<file path="src/rtl/sia_dmac.sv">
// sia_dmac: two-channel DMA between the SIA data register and memory over a pipelined
// Wishbone master. The TX channel is built only when SIA_DMAC_TX_EN is defined.
module sia_dmac #(
   parameter int unsigned      ADR_W        = 23,
   parameter int unsigned      CNT_W        = 16,
   parameter logic [ADR_W-1:0] SIA_DATA_ADR = '0
) (
   input  logic             clk_i,
   input  logic             reset_i,
   input  logic             rx_not_empty_i,
   input  logic             tx_not_full_i,
   input  logic             rx_start_i,
   input  logic [ADR_W:1]   rx_adr_i,
   input  logic [CNT_W-1:0] rx_cnt_i,
   input  logic             tx_start_i,
   input  logic [ADR_W:1]   tx_adr_i,
   input  logic [CNT_W-1:0] tx_cnt_i,
   input  logic             rx_stop_i,
   input  logic             tx_stop_i,
   output logic             rx_busy_o,
   output logic             tx_busy_o,
   output logic             rx_done_o,
   output logic             tx_done_o,
   output logic             m_cyc_o,
   output logic             m_stb_o,
   output logic             m_we_o,
   output logic [ADR_W:1]   m_adr_o,
   output logic [1:0]       m_sel_o,
   output logic [15:0]      m_dat_o,
   input  logic [15:0]      m_dat_i,
   input  logic             m_ack_i,
   input  logic             m_stall_i
);

   localparam logic [2:0] IDLE    = 3'd0;
   localparam logic [2:0] RD_REQ  = 3'd1;
   localparam logic [2:0] RD_WAIT = 3'd2;
   localparam logic [2:0] WR_REQ  = 3'd3;
   localparam logic [2:0] WR_WAIT = 3'd4;

   logic [2:0]       state_q;
   logic             gnt_q;      // 0 = RX, 1 = TX
   logic [ADR_W:1]   adr_q;
   logic [15:0]      hold_q;

   logic             rx_busy_q, rx_done_q, rx_pend_q;
   logic [ADR_W:1]   rx_ptr_q;
   logic [CNT_W-1:0] rx_cnt_q;
   logic             tx_busy_q, tx_done_q, tx_pend_q;
   logic [ADR_W:1]   tx_ptr_q;
   logic [CNT_W-1:0] tx_cnt_q;
   logic             rr_q;       // 1 = TX preferred on the next contended grant

   logic rx_elig, tx_elig, gnt_nxt, wr_ack;
   logic rx_fin, tx_fin, rx_inflight, tx_inflight, rx_abort, tx_abort;

   // A stop in the same cycle masks eligibility so a stopped channel is never granted.
   assign rx_elig     = rx_busy_q & rx_not_empty_i & ~rx_stop_i;
   assign tx_elig     = tx_busy_q & tx_not_full_i & ~tx_stop_i;
   assign gnt_nxt     = tx_elig & (~rx_elig | rr_q);
   assign wr_ack      = (state_q == WR_WAIT) & m_ack_i;
   assign rx_fin      = wr_ack & ~gnt_q;
   assign tx_fin      = wr_ack & gnt_q;
   assign rx_inflight = (state_q != IDLE) & ~gnt_q;
   assign tx_inflight = (state_q != IDLE) & gnt_q;
   assign rx_abort    = rx_stop_i | rx_pend_q;
   assign tx_abort    = tx_stop_i | tx_pend_q;

   always_ff @(posedge clk_i or posedge reset_i) begin
      if (reset_i) begin
         state_q <= IDLE;
         gnt_q   <= 1'b0;
         adr_q   <= '0;
         hold_q  <= '0;
      end else begin
         case (state_q)
            IDLE: if (rx_elig | tx_elig) begin
               gnt_q   <= gnt_nxt;
               adr_q   <= gnt_nxt ? tx_ptr_q : SIA_DATA_ADR;
               state_q <= RD_REQ;
            end
            RD_REQ: if (!m_stall_i) state_q <= RD_WAIT;
            RD_WAIT: if (m_ack_i) begin
               hold_q  <= m_dat_i;
               adr_q   <= gnt_q ? SIA_DATA_ADR : rx_ptr_q;
               state_q <= WR_REQ;
            end
            WR_REQ: if (!m_stall_i) state_q <= WR_WAIT;
            WR_WAIT: if (m_ack_i) state_q <= IDLE;
            default: state_q <= IDLE;
         endcase
      end
   end

   // A stop on the granted channel is parked until the write ack closes the pair.
   always_ff @(posedge clk_i or posedge reset_i) begin
      if (reset_i) begin
         rx_busy_q <= 1'b0;
         rx_done_q <= 1'b0;
         rx_pend_q <= 1'b0;
         rx_ptr_q  <= '0;
         rx_cnt_q  <= '0;
      end else begin
         rx_done_q <= 1'b0;
         if (rx_fin) begin
            rx_ptr_q  <= rx_ptr_q + ADR_W'(1);
            rx_cnt_q  <= rx_cnt_q - CNT_W'(1);
            rx_pend_q <= 1'b0;
            if (rx_abort || rx_cnt_q == CNT_W'(1)) rx_busy_q <= 1'b0;
            rx_done_q <= ~rx_abort & (rx_cnt_q == CNT_W'(1));
         end else if (rx_stop_i) begin
            if (rx_inflight) rx_pend_q <= 1'b1;
            else             rx_busy_q <= 1'b0;
         end else if (rx_start_i && !rx_busy_q) begin
            if (rx_cnt_i == '0) begin
               rx_done_q <= 1'b1;
            end else begin
               rx_busy_q <= 1'b1;
               rx_ptr_q  <= rx_adr_i;
               rx_cnt_q  <= rx_cnt_i;
            end
         end
      end
   end

`ifdef SIA_DMAC_TX_EN
   always_ff @(posedge clk_i or posedge reset_i) begin
      if (reset_i) begin
         tx_busy_q <= 1'b0;
         tx_done_q <= 1'b0;
         tx_pend_q <= 1'b0;
         tx_ptr_q  <= '0;
         tx_cnt_q  <= '0;
         rr_q      <= 1'b0;
      end else begin
         tx_done_q <= 1'b0;
         if (state_q == IDLE && (rx_elig || tx_elig)) rr_q <= ~gnt_nxt;
         if (tx_fin) begin
            tx_ptr_q  <= tx_ptr_q + ADR_W'(1);
            tx_cnt_q  <= tx_cnt_q - CNT_W'(1);
            tx_pend_q <= 1'b0;
            if (tx_abort || tx_cnt_q == CNT_W'(1)) tx_busy_q <= 1'b0;
            tx_done_q <= ~tx_abort & (tx_cnt_q == CNT_W'(1));
         end else if (tx_stop_i) begin
            if (tx_inflight) tx_pend_q <= 1'b1;
            else             tx_busy_q <= 1'b0;
         end else if (tx_start_i && !tx_busy_q) begin
            if (tx_cnt_i == '0) begin
               tx_done_q <= 1'b1;
            end else begin
               tx_busy_q <= 1'b1;
               tx_ptr_q  <= tx_adr_i;
               tx_cnt_q  <= tx_cnt_i;
            end
         end
      end
   end
`else
   logic unused_tx;
   assign unused_tx = ^{tx_start_i, tx_adr_i, tx_cnt_i, tx_fin, tx_inflight, tx_abort};
   assign tx_busy_q = 1'b0;
   assign tx_done_q = 1'b0;
   assign tx_pend_q = 1'b0;
   assign tx_ptr_q  = '0;
   assign tx_cnt_q  = '0;
   assign rr_q      = 1'b0;
`endif

   assign rx_busy_o = rx_busy_q;
   assign rx_done_o = rx_done_q;
   assign tx_busy_o = tx_busy_q;
   assign tx_done_o = tx_done_q;
   assign m_cyc_o   = (state_q != IDLE);
   assign m_stb_o   = (state_q == RD_REQ) | (state_q == WR_REQ);
   assign m_we_o    = (state_q == WR_REQ) | (state_q == WR_WAIT);
   assign m_sel_o   = {2{m_cyc_o}};
   assign m_adr_o   = adr_q;
   assign m_dat_o   = hold_q;

endmodule
</file>
<file path="config.mk">
export PLATFORM = sky130hd
export DESIGN_NAME = sia_dmac
export DESIGN_NICKNAME = d
export VERILOG_FILES = /design/src/rtl/sia_dmac.sv
export SDC_FILE = /design/constraint.sdc
export NUM_CORES = 1
export LEC_CHECK = 0
export CORE_MARGIN = 2
export CORE_UTILIZATION = 58
export DETAILED_ROUTE_END_ITERATION = 12
export DONT_BUFFER_PORTS = 1
export PLACE_DENSITY = 0.74
export SYNTH_ARGS = -nofsm -noshare
export SYNTH_HDL_FRONTEND = slang
export SYNTH_SLANG_ARGS = --single-unit
</file>
<file path="constraint.sdc">
create_clock -name clk_i -period 3.5 [get_ports clk_i]
set_clock_uncertainty 0.1 [all_clocks]
set_input_delay 0.7 -clock clk_i [delete_from_list [all_inputs] [get_ports clk_i]]
set_output_delay 0.7 -clock clk_i [all_outputs]
set_load 0.03 [all_outputs]
</file>
==> flow_results.org, run 1 <==
** Setup path
- Crit-path slowest cell :: nor2b_1
- Worst setup path class :: reg2out
- CP Launch Point :: state_q[0]
- Worst Setup Start Kind :: flop
- In this run the critical register-to-register path is launched from state_q[0].
- Endpoint arrival time on the critical path :: approximately 1900 ps
- Crit-path most repeated cell :: nand2_1
- Type of element capturing the critical path :: output port
- Along the worst path, the maximum fanout reaches 8.
- The signal on the critical path passes through nor2b_1, nand2_1, nand2_1.
- For this run, the slowest stage of the critical path takes between 600 and 700 ps.
- For flop-to-flop paths, the worst setup slack is 1070 ps.
- Required @ worst endpoint :: 2700 ps

** Route
- Dividing the detail-routed via count by the number of cells gives 6.70.
- For this run, the detailed router's first-pass iteration total came to 5.
- Dividing the detail-routed wire length by the instance count gives 19.6 um.
- After the first detailed-routing iteration, the DRC count stood at about 130.
- DRC errors left :: 0
- After detailed routing, the total wire length is 9290 um.
- In this run the remaining antenna-violating nets after routing total 0.
- Via count :: 3181

** Layout
- Fill cell count :: 558
- The library cell used most frequently in the layout, excluding fill and tap cells, is dfrtp_1.
- Combined area of the multi-input logic cells :: 1820 um^2
- The final layout contains 497 nets.
- Non-Filler Cell Area, Final :: 4350 um^2
- Once layout is complete, the utilization of the core stands at 0.644.
- Total inserted antenna cells :: 0
- Fraction of final layout cells sized beyond drive strength 1 :: 0.165
- Summing all flip-flop and latch instances after layout gives 2100 um^2.
- The library cells used most frequently in the layout, excluding fill and tap cells, are dfrtp_1, nor2_1, nand2_1.
- Layout-stage area growth over the synthesis result :: 7.68%

** CTS
- Buffers inserted to repair hold after CTS numbered 0.
- For this design, the sink count on the clock tree is between 80 and 90.
- Clock root buffer master :: clkbuf_8
- Number of buffers added by the clock tree synthesis step :: 9
- Post-cts resize count :: 0
- Maximum buffer depth of the clock tree :: 2
- Clock latency on the worst-skew pair, taken at its later pin, is 370 ps.
- The number of setup buffers added after CTS is 0.
- Clock-pin slew was measured on the worst setup and hold paths at 100 ps.
- The H-tree was split into 3 levels.
- CTS tree :: yes

** Synthesis
- Post-synth EDFFs :: 0
- Counting flops with an async set or reset pin after synthesis yields a share of 1.00.
- The average instance in the mapped netlist occupies 10.4 um^2.
- The cell count after synthesis came out at approximately 400.
- For this run, the number of Yosys warnings is 0.
- Most instantiated flip-flop cell in the synthesis netlist :: dfrtp_1
- Synth Cell Area :: 4040 um^2
- The share of the Yosys chip area taken by registers is 0.520.
- After synthesis the netlist holds a flip-flop and latch count of 84.
- After synthesis, the netlist uses 61 different library cells.

** Timing
- Hold Violations, Final :: 0
- Across all setup checks in the final design, the least slack found is ~840 ps.
- Finish-stage setup viols :: 0
- Actual transition at the worst max-transition pin :: 848 ps
- Min cycle time layout :: 2660 ps
- Fraction of the cycle the final worst path needs :: 0.761
- Total count of max-transition violations in the final report :: 0
- RSZ-0062 raised after global routing :: no
- Adding up every negative setup slack in the final design gives 0 ps.
- Headroom to the max-slew limit :: 0.434
- Derived from the worst setup path, the maximum achievable clock frequency is 375 MHz.

** Global routing
- Wire length of the first global-routing pass :: between 15000 and 20000 um
- In the global route stage, met1 resource usage came out at 0.356.
- Aggregate global-route resource usage :: 0.253
- Met3 track demand over resource :: 0.0673
- Entering global routing, the biggest net connects 43 pins.
- Global routing met2 resource utilization :: 0.373
- GR peak layer :: met2
- Overflow left after global routing :: 0
- Number of antenna violations at the first check in global routing :: 0
- Number of global-route vias before repair :: approximately 2900

** Die
- Vertical die dimension :: 87.5 um
- The floorplan step defined a core boundary enclosing 6760 um^2.
- The floorplan step defined a die boundary enclosing 7650 um^2.
- Initial core utilization :: 0.598
- The initialized floorplan defines 30 standard-cell rows.
- Die Span X :: between 80 and 90 um
- IO Count :: 152

** Power and ir drop
- VDD sags by at most ~0.43 mV.
- Summed over all cells, the static leakage comes to 1.79 nW.
- For this design the ratio of total power to cell area is just under 1000 nW/um^2.
- Total power :: 4.23 mW

** Min path
- HP Class :: in2async

** Place
- Post-detailed-placement cell area :: 4140 um^2
- Sum of net half-perimeters after detailed placement :: ~6600 um
- Routability-driven placement finished with a final weighted congestion of 0.828.
- Timing analysis after detailed placement gives a worst setup slack of 962 ps.
- Number of input and output port buffers inserted :: 0

** Status
- Outcome :: finished, final reports clean

** Job
- Across the run, the number of max-cap violations was 0.
## state kept, by name (all words and copies together) (netlist names)
signal	cells
m_adr_o	23
rx_ptr_q	23
m_dat_o	16
rx_cnt_q	16
state_q	3
rx_busy_o	1
rx_done_o	1
rx_pend_q	1
## synthesized netlist by cell type, types with 2 or more instances
| master | count | area share |
|---|---|---|
| and4_1 | 3 | 0.0065 |
| a22o_1 | 23 | 0.050 |
| nand3_1 | 17 | 0.021 |
| mux2i_1 | 2 | 0.0050 |
| or2_2 | 3 | 0.0046 |
| and2_1 | 4 | 0.0062 |
| or4_4 | 3 | 0.0084 |
| buf_4 | 4 | 0.0074 |
| mux2_2 | 16 | 0.045 |
| a21oi_1 | 22 | 0.027 |
| inv_1 | 10 | 0.0093 |
| ha_1 | 3 | 0.0093 |
| o221a_2 | 6 | 0.017 |
| buf_1 | 2 | 0.0019 |
| nor3_1 | 19 | 0.024 |
| nand3b_1 | 2 | 0.0037 |
| nor3b_1 | 2 | 0.0037 |
| a221o_1 | 2 | 0.0050 |
| buf_2 | 3 | 0.0037 |
| a211oi_1 | 8 | 0.015 |
| nand4_1 | 8 | 0.012 |
| a2bb2oi_1 | 2 | 0.0043 |
| nor4_1 | 9 | 0.014 |
| or3_1 | 2 | 0.0031 |
| xor2_1 | 2 | 0.0043 |
| nand2_1 | 24 | 0.022 |
| a31oi_1 | 2 | 0.0031 |
| o21ai_0 | 16 | 0.020 |
| a311oi_1 | 3 | 0.0065 |
| o211ai_1 | 4 | 0.0074 |
| nor2_1 | 35 | 0.032 |
| dfrtp_1 | 84 | 0.52 |
| nor2b_1 | 2 | 0.0031 |
| clkbuf_1 | 12 | 0.011 |
| o22ai_1 | 4 | 0.0062 |
## per-layer routing
layer / up-vias / part of all wire / wire length (um)
met5: - / 0 / 0
met4: 0 / 0.013 / 122
met3: 13 / 0.076 / 706
met2: 120 / 0.46 / 4290
met1: 1579 / 0.45 / 4170
li1: 1469 / - / -
## layout make-up
type,count,share of cell area
clock inverters,7,0.0201
inverters,10,0.00891
flip-flops and latches,84,0.483
multi-input cells,274,0.418
repair buffers,11,0.0190
well taps,80,0.0230
clock buffers,9,0.0285
## cells by family (layout without fill, tap and decap cells)
group,count (synthesis),after routing,synth area share
other,1,2,0.000928
muxes,18,18,0.0495
adders and majority gates,3,3,0.00929
DFF,84,84,0.520
AOI/OAI and AO/OA,104,104,0.187
xor gates and xnor gates,3,3,0.00650
and+or+nand+nor,144,144,0.191
buffers and inverters,32,37,0.0362
## path summary, 6_finish.rpt
check	to	cells after the start
setup / recovery	m_we_o	3
hold / removal	m_adr_o[6]	1
setup reg to reg	rx_ptr_q[21]	5
hold reg to reg	rx_done_o	1
max in group asynchronous	state_q[1]	2
min in group clk_i	state_q[2]	1
## power by group
part	internal (mW)	leakage [nW]	switching (mW)
Sequential	1.42	0.996	0.932
Combinational	0.551	0.693	0.592
Clock	0.340	0.0988	0.392
Total	2.31	1.79	1.92
## per-stage QoR
step / hold slack, ps / std cells
3_5_place_dp: 404 / 459
6_report: 205 / 475
4_1_cts: 233 / 475
2_1_floorplan: 355 / 390
3_3_place_gp: 404 / 459
5_1_grt: 255 / 475
## worst max-delay path: cells and delay by family (launching register included)
family / cells / cell delay [ps]
DFF: 1 / 510
and+or+nand+nor: 3 / 990
Power figures use the tool's default switching activity.
==> run 2: changes to the inputs <==
Settings changed: CORE_UTILIZATION 58 to 57, PLACE_DENSITY 0.74 to 0.75.
Clock period 3.5 ns to 2.36 ns, I/O delays scaled along.
==> run 2 against run 1 <==
Clock-buffer cell count did not move. Critical path type is now reg2reg. Register-to-register slack lost 860 ps. Routed wire length rose by 1.2%. Highest routed layer unchanged. Largest power group unchanged. Critical path depth up 2. Hold slack worse by 83 ps. Sequential power rose by 46%.
==> flow_results.org, run 2 (same netlist as run 1, synthesis figures left out) <==
** Layout
- The number of antenna cells inserted is 0 (unchanged).
- Combined area of the multi-input logic cells :: 1830 um^2 (+0.69%)
- Most frequent cells in the layout :: dfrtp_1, nor2_1, nand2_1
- Register area :: 2100 um^2 (unchanged)
- The share of post-route cells with drive strength above 1 was 0.188 (+0.0231).
- Final cell count without fillers :: 501 (+5.5%)
- Layout-stage area growth over the synthesis result :: 11.5%
- Most common library cell in the layout ignoring fill and taps :: dfrtp_1
- Fill cell count :: 560 (+0.36%)
- The net total in the final layout came to 507 (+2.0%).
- The final design instance area without fill came to 4510 um^2 (+3.6%).

** Place
- The routability congestion estimate from global placement came to 0.863 (+4.1%).
- The placed wire-length estimate after detailed placement was 6820 um (+2.6%).
- Post-detailed-placement cell area :: 4260 um^2 (+2.8%)
- Number of placed instances with taps included :: 484 (+5.4%)
- Number of input and output port buffers inserted :: 0 (unchanged)

** CTS
- The count of clock tree sinks came to 84 (unchanged).
- The tree is rooted in a clkbuf_8.
- The maximum level of the CTS H-tree was 3 (unchanged).
- The source-to-sink clock delay at the later pin of the worst-skew pair came to 350 ps (-20 ps).
- The number of buffers inserted during clock tree synthesis was 9 (unchanged).
- The clock transition at the register clock pins on the worst setup and hold paths after CTS was 90 ps (about the same).
- Maximum buffer depth of the clock tree :: 2 (unchanged)
- TritonCTS built the clock tree.

** Status
- The run finished with clean final reports.

** Route
- The number of nets with antenna violations after detailed routing was 0 (unchanged).
- Via count :: 3213 (+1.0%)
- The number of DRC markers in iteration 0 came to 227 (+71%).
- Post-detailed-route via-to-cell ratio :: 6.41 (-4.2%)
- The wire length per cell was 18.8 um (-4.1%).
- Number of search-and-repair iterations in the first detailed-routing pass :: 5 (unchanged)
- DRC errors left :: 0 (unchanged)
- The routed wire length came to 9400 um (+1.2%).

** Global routing
- Overflow left after global routing :: 0 (unchanged)
- Number of antenna violations at the first check in global routing :: 0 (unchanged)
- Wire length of the first global-routing pass :: 15300 um (+2.1%)
- The via count of the first global-routing pass was 3010 (+3.2%).
- The pin count of the biggest net entering global routing came to 32 (-26%).
- Aggregate global-route resource usage :: 0.255 (+0.00195)

** Setup path
- The worst register-to-register path begins at rx_cnt_q[6].
- The arrival time of data at the critical path endpoint was 2350 ps (+490 ps).
- Bufs and invs on worst path :: 0 (unchanged)
- The largest driver fanout on the critical path was 4 (-4).
- The largest individual stage delay along the critical path comes from the cell or4_4.
- The setup slack on the worst flop-to-flop path is 210 ps (-860 ps).
- Worst Setup Start Kind :: flop
- By startpoint and endpoint, the worst setup path is classified as reg2reg.
- FF-to-FF path depth :: 5 (unchanged)
- The worst register-to-register path ends at rx_cnt_q[13].
- The longest individual stage delay on the worst path is 570 ps (-50 ps).
- The worst setup path is captured at a flop.
- Cell breakdown of the critical path :: or4_4, nor2_1, nor4b_1, o21a_1, o221a_2
- Required @ worst endpoint :: 2560 ps (-140 ps)
- Top cell family by delay on the critical path :: simple AND/OR/NAND/NOR gates

** Die
- Die Footprint :: 7780 um^2 (+1.7%)
- Vertical die dimension :: 88.2 um (+0.83%)
- The area inside the core boundary was 6830 um^2 (+1.1%).
- Initial core utilization :: 0.592 (-0.00658)
- Number of placement rows :: 30 (unchanged)
- The top-level port count was 152 (unchanged).
- Die Span X :: 88.2 um (+0.83%)

** Timing
- Hold Violations, Final :: 0 (unchanged)
- The total of endpoints with negative setup slack in the final report came to 0 (unchanged).
- The max-slew headroom at the worst pin came to 0.408 (-0.0262).
- Min cycle time layout :: 2150 ps
- The worst hold slack across all endpoints was 122 ps (-83.2 ps).
- Setup repair after global routing left no endpoint under its margin.
- Dividing the final minimum period by the clock period gives 0.911.
- Total count of max-transition violations in the final report :: 0 (unchanged)
- For this run, the top clock speed supported by timing is 465 MHz.
- Actual transition at the worst max-transition pin :: 883 ps (+35.3 ps)
- Final TNS setup :: 0 ps (unchanged)

** Power and ir drop
- The leakage power is 1.86 nW (+3.9%).
- The peak supply drop was 0.653 mV (+50%).
- Pwr per Cell Area :: 1440 nW/um^2 (+48%)

** Min path
- The path with the worst hold slack has its endpoint at state_q[2].
- The tightest min-delay check is of the in2reg type.
- Beginning of the worst hold path :: m_ack_i
- Cells on Worst Hold Path :: 1

** Job
- Count of max-cap constraint violations :: 0 (unchanged)
## run 2: worst max path at each step
stage,to,depth (start not counted),slack [ps],start
after global placement,rx_ptr_q[20],5,120,rx_cnt_i[3]
after detailed placement,rx_ptr_q[20],5,180,rx_cnt_i[3]
after floorplan,rx_cnt_q[14],5,400,rx_cnt_q[10]
after global routing,rx_ptr_q[21],4,30,state_q[1]
after CTS,rx_cnt_q[10],6,180,state_q[1]
final,rx_cnt_q[13],5,210,rx_cnt_q[6]
## run 2: timing repair
| item | in CTS | in global routing |
|---|---|---|
| setup buffers | 0 | 0 |
| gates resized for setup | 0 | 2 |
| hold endpoints to repair | 23 | 0 |
| hold buffers | 1 | 0 |
| setup endpoints to repair | 0 | 2 |
## run 2: layer usage
layer | vias up | global-route usage | routed length, um
met4 | 0 | 0.0882 | 176
met2 | 136 | 0.387 | 4480
met3 | 18 | 0.0578 | 733
li1 | 1487 | - | -
met1 | 1572 | 0.364 | 4010
met5 | - | 0 | 0
## run 2: final cells by class
cell class	instances	area share
inverters	10	0.00916
flip-flops and latches	84	0.466
clock buffers	9	0.0275
well taps	96	0.0266
multi-input cells	274	0.406
repair buffers	21	0.0411
clock inverters	7	0.0233
## run 2: through the flow
stage	util	total power, mW	setup WS, ps
after floorplan	-	4.76	398
after global placement	0.623	5.22	123
after detailed placement	0.623	5.32	182
after CTS	0.658	6.48	176
after global routing	0.660	6.91	33.3
final	0.660	6.48	211
## run 2: where the power goes
part	switching [mW]	leakage (nW)	internal (mW)
logic	0.981	0.749	0.903
clock network	0.551	0.112	0.613
registers	1.32	0.996	2.11
total	2.85	1.86	3.63
==> run 3: changes to the inputs <==
Settings changed: CORE_UTILIZATION 57 to 58, PLACE_DENSITY 0.75 to 0.74.
Clock period 2.36 ns to 2 ns, I/O delays scaled along.
==> run 3 against run 2 <==
The run now ends with negative setup slack left. Critical endpoint is now rx_cnt_q[14]. Setup slack got worse by 240 ps. Cell count rose by 4.0%. Maximum frequency rose by 6.1%.
==> flow_results.org, run 3 (same netlist as run 1, synthesis figures left out) <==
** Power and ir drop
- Total power :: 8.07 mW (+25%)
- The share of power burned in the clock network is 0.155 (-0.025).
- Portion of total power attributed to sequential cells :: 0.487 (-0.042)
- Proportion of total power due to net switching :: 0.437 (-0.00348)
- Maximum vdd drop :: 0.885 mV (+36%)
- The power per unit of standard cell area came to 1660 nW/um^2 (+16%).
- Switching power :: 3.52 mW (+24%)
- Internal portion of total power :: 4.54 mW (+25%)
- Share of power burned in combinational logic :: 0.357 (+0.066)
- The leakage power is 2.07 nW (+11%).

** Die
- The area of the die came to 7650 um^2 (-1.6%).
- The standard-cell row count was 30 (unchanged).
- IO Count :: 152 (unchanged)
- Die Span X :: 87.5 um (-0.83%)
- Initial core utilization :: 0.598 (+0.00658)
- The overall die height came to 87.5 um (-0.83%).
- The area inside the core boundary is 6760 um^2 (-1.1%).

** Timing
- The share of the clock period used by the worst path after layout is 1.01 (+0.102).
- The post-layout worst setup margin was -24.8 ps (-236 ps).
- The actual slew at the worst max-slew pin was 574 ps (-310 ps).
- Finish-stage setup viols :: 1 (+1)
- The max-slew headroom at the worst pin is 0.617 (+0.209).
- Total count of max-transition violations in the final report :: 0 (unchanged)
- RSZ-0062 raised after global routing :: yes
- The final critical path time including I/O delays and setup is 2020 ps (-124 ps).
- The maximum achievable frequency came to 494 MHz (+6.1%).
- The final hold violation count was 0 (unchanged).
- The total negative slack is -24.8 ps (-24.8 ps).

** Route
- Routed wire length :: 9900 um (+5.3%)
- Routed length on met1 :: 4300 um (+7.4%)
- The residual DRC count is 0 (unchanged).
- The wire length per cell is 19.0 um (+1.3%).
- Antenna violation net count after detailed routing :: 0 (unchanged)
- Starting DRT DRC Count :: 251 (+11%)
- The met3 routed wirelength came to 632 um (-14%).
- The routed wire length on met2 came to 4780 um (+6.7%).
- The number of vias in the routed layout came to 3346 (+4.1%).
- Post-detailed-route via-to-cell ratio :: 6.42 (+0.14%)
- The detailed router used layers up to and including met4.
- The count of TritonRoute iterations in the first routing pass came to 4 (-1).

** Layout
- The library cells used most frequently in the layout, excluding fill and tap cells, are dfrtp_1, buf_4, nor2_1.
- Utilization after layout :: 0.719 (+0.0594)
- Leaving out fill and tap cells, the most frequent cell in the layout is dfrtp_1.
- Fill cell count :: 504 (-10%)
- The share of post-route cells with drive strength above 1 is 0.277 (+0.0890).
- Relative to the synthesized area, the layout overhead comes to 20.2%.
- Total inserted antenna cells :: 0 (unchanged)
- Final cell count without fillers :: 521 (+4.0%)
- Number of nets in the layout :: 543 (+7.1%)

** Status
- Violated checks :: negative setup slack
- The run finished, with violations left.

** Place
- Gpl congestion :: 0.865 (+0.29%)
- Number of input and output port buffers inserted :: 0 (unchanged)
- The number of cells after detailed placement is 500 (+3.3%).
- The placed wire-length estimate after detailed placement was 7130 um (+4.6%).
- Setup slack after placement :: -16.7 ps (-198 ps)

** Setup path
- FF-to-FF path depth :: 5 (unchanged)
- Register-to-register setup slack :: -20 ps (-240 ps)
- The arrival time of data at the critical path endpoint is 2200 ps (-150 ps).
- Capture point of the worst reg-to-reg path :: rx_cnt_q[14]
- The required time of the worst setup path came to 2170 ps (-390 ps).
- The largest driver fanout on the critical path came to 4 (unchanged).
- On the critical path, the stage with the largest delay is an instance of or4_4.
- Worst Setup Start Kind :: flop
- The longest individual stage delay on the worst path is 560 ps (about the same).
- The worst register-to-register path begins at rx_cnt_q[3].
- The worst setup path is of the reg2reg kind.
- The worst setup path is captured at a flop.
- Walking the worst path, the cells encountered are or4_4, or4_4, o21ai_2, a21oi_2, nor3_1.
- Crit-path most repeated cell :: or4_4

** Global routing
- Aggregate global-route resource usage :: 0.268 (+0.0127)
- The number of antenna violations at the first check in global routing is 0 (unchanged).
- Wire length of the first global-routing pass :: 15900 um (+3.9%)
- Number of global-route vias before repair :: 3300 (+9.6%)
- The total overflow reported by the global router is 0 (unchanged).
- Largest net degree at the start of global routing :: 37 (+16%)

** Min path
- Capture endpoint of the worst hold path :: rx_done_o
- The min-delay analysis places its worst path in the category in2reg.
- The worst hold path begins at rx_stop_i.
- The cell depth of the worst hold path was 1 (unchanged).

** CTS
- CTS tree :: yes
- The source-to-sink clock delay at the later pin of the worst-skew pair was 350 ps (about the same).
- Total number of H-tree levels :: 3 (unchanged)
- The clock transition at the register clock pins on the worst setup and hold paths after CTS came to 80 ps (about the same).
- The number of buffers inserted during clock tree synthesis came to 9 (unchanged).
- The maximum clock insertion buffer count is 2 (unchanged).
- The count of clock tree sinks was 84 (unchanged).
- The cell sitting at the root of the clock tree is a clkbuf_8.

** Job
- Count of max-cap constraint violations :: 0 (unchanged)
run 3: cell types whose count changed in the layout (fill, tap and decap cells not counted), sizes merged:
cell and change:
clkinv +2, bufinv -1, buf +36, clkinvlp -1
run 3: how the worst max path moves through the flow:
stage	startpoint	to	slack [ps]	depth (start not counted)
2_1_floorplan	rx_cnt_q[10]	rx_cnt_q[14]	40	5
3_3_place_gp	rx_cnt_q[10]	rx_cnt_q[14]	20	5
3_5_place_dp	rx_cnt_q[10]	rx_cnt_q[14]	-20	5
4_1_cts	rx_cnt_q[3]	rx_cnt_q[14]	-20	5
5_1_grt	rx_cnt_q[1]	rx_cnt_q[14]	-100	7
6_report	rx_cnt_q[3]	rx_cnt_q[14]	-20	5
run 3: metal layers:
layer	GRT usage	up-vias
met4	0.101	0
met5	0	-
met1	0.352	1657
li1	-	1559
met2	0.428	115
met3	0.0654	15
run 3: layout make-up:
class                   instances  area [um^2]  area share
clock inverters                 7         81.3      0.0167
repair buffers                 57          522       0.107
multi-input cells             274         1890       0.389
flip-flops and latches         84         2100       0.433
well taps                      80          100      0.0206
clock buffers                   9          124      0.0255
inverters                      10         41.3     0.00850
run 3: power groups by stage:
stage          clock network, mW  logic [mW]  registers (mW)
6_report                    1.25        2.88            3.93
5_1_grt                     1.36        3.17            4.04
4_1_cts                     1.28        2.76            3.92
3_5_place_dp                   0        2.68            3.95
3_3_place_gp                   0        2.59            3.92
2_1_floorplan                  0        1.75            3.87
run 3: repair_timing:
item	in CTS	in global routing
gates cloned	0	0
resized for setup	4	15
hold endpoints to repair	24	0
hold buffers	1	0
endpoints found under the setup margin	6	19
pin swaps	3	3
setup buffers	2	2
run 3: through the flow:
stage / instance area, um^2 / hold slack, ps
2_1_floorplan: 4050 / 355
3_3_place_gp: 4530 / 262
3_5_place_dp: 4530 / 262
4_1_cts: 4770 / 38.6
5_1_grt: 4860 / 43.2
6_report: 4860 / 49.0
run 3: worst max-delay path: cells and delay by family, from the launching register on:
kind | cells | cell delay [ps]
AOI/OAI and AO/OA | 2 | 220
and+or+nand+nor | 3 | 1240
DFF | 1 | 380
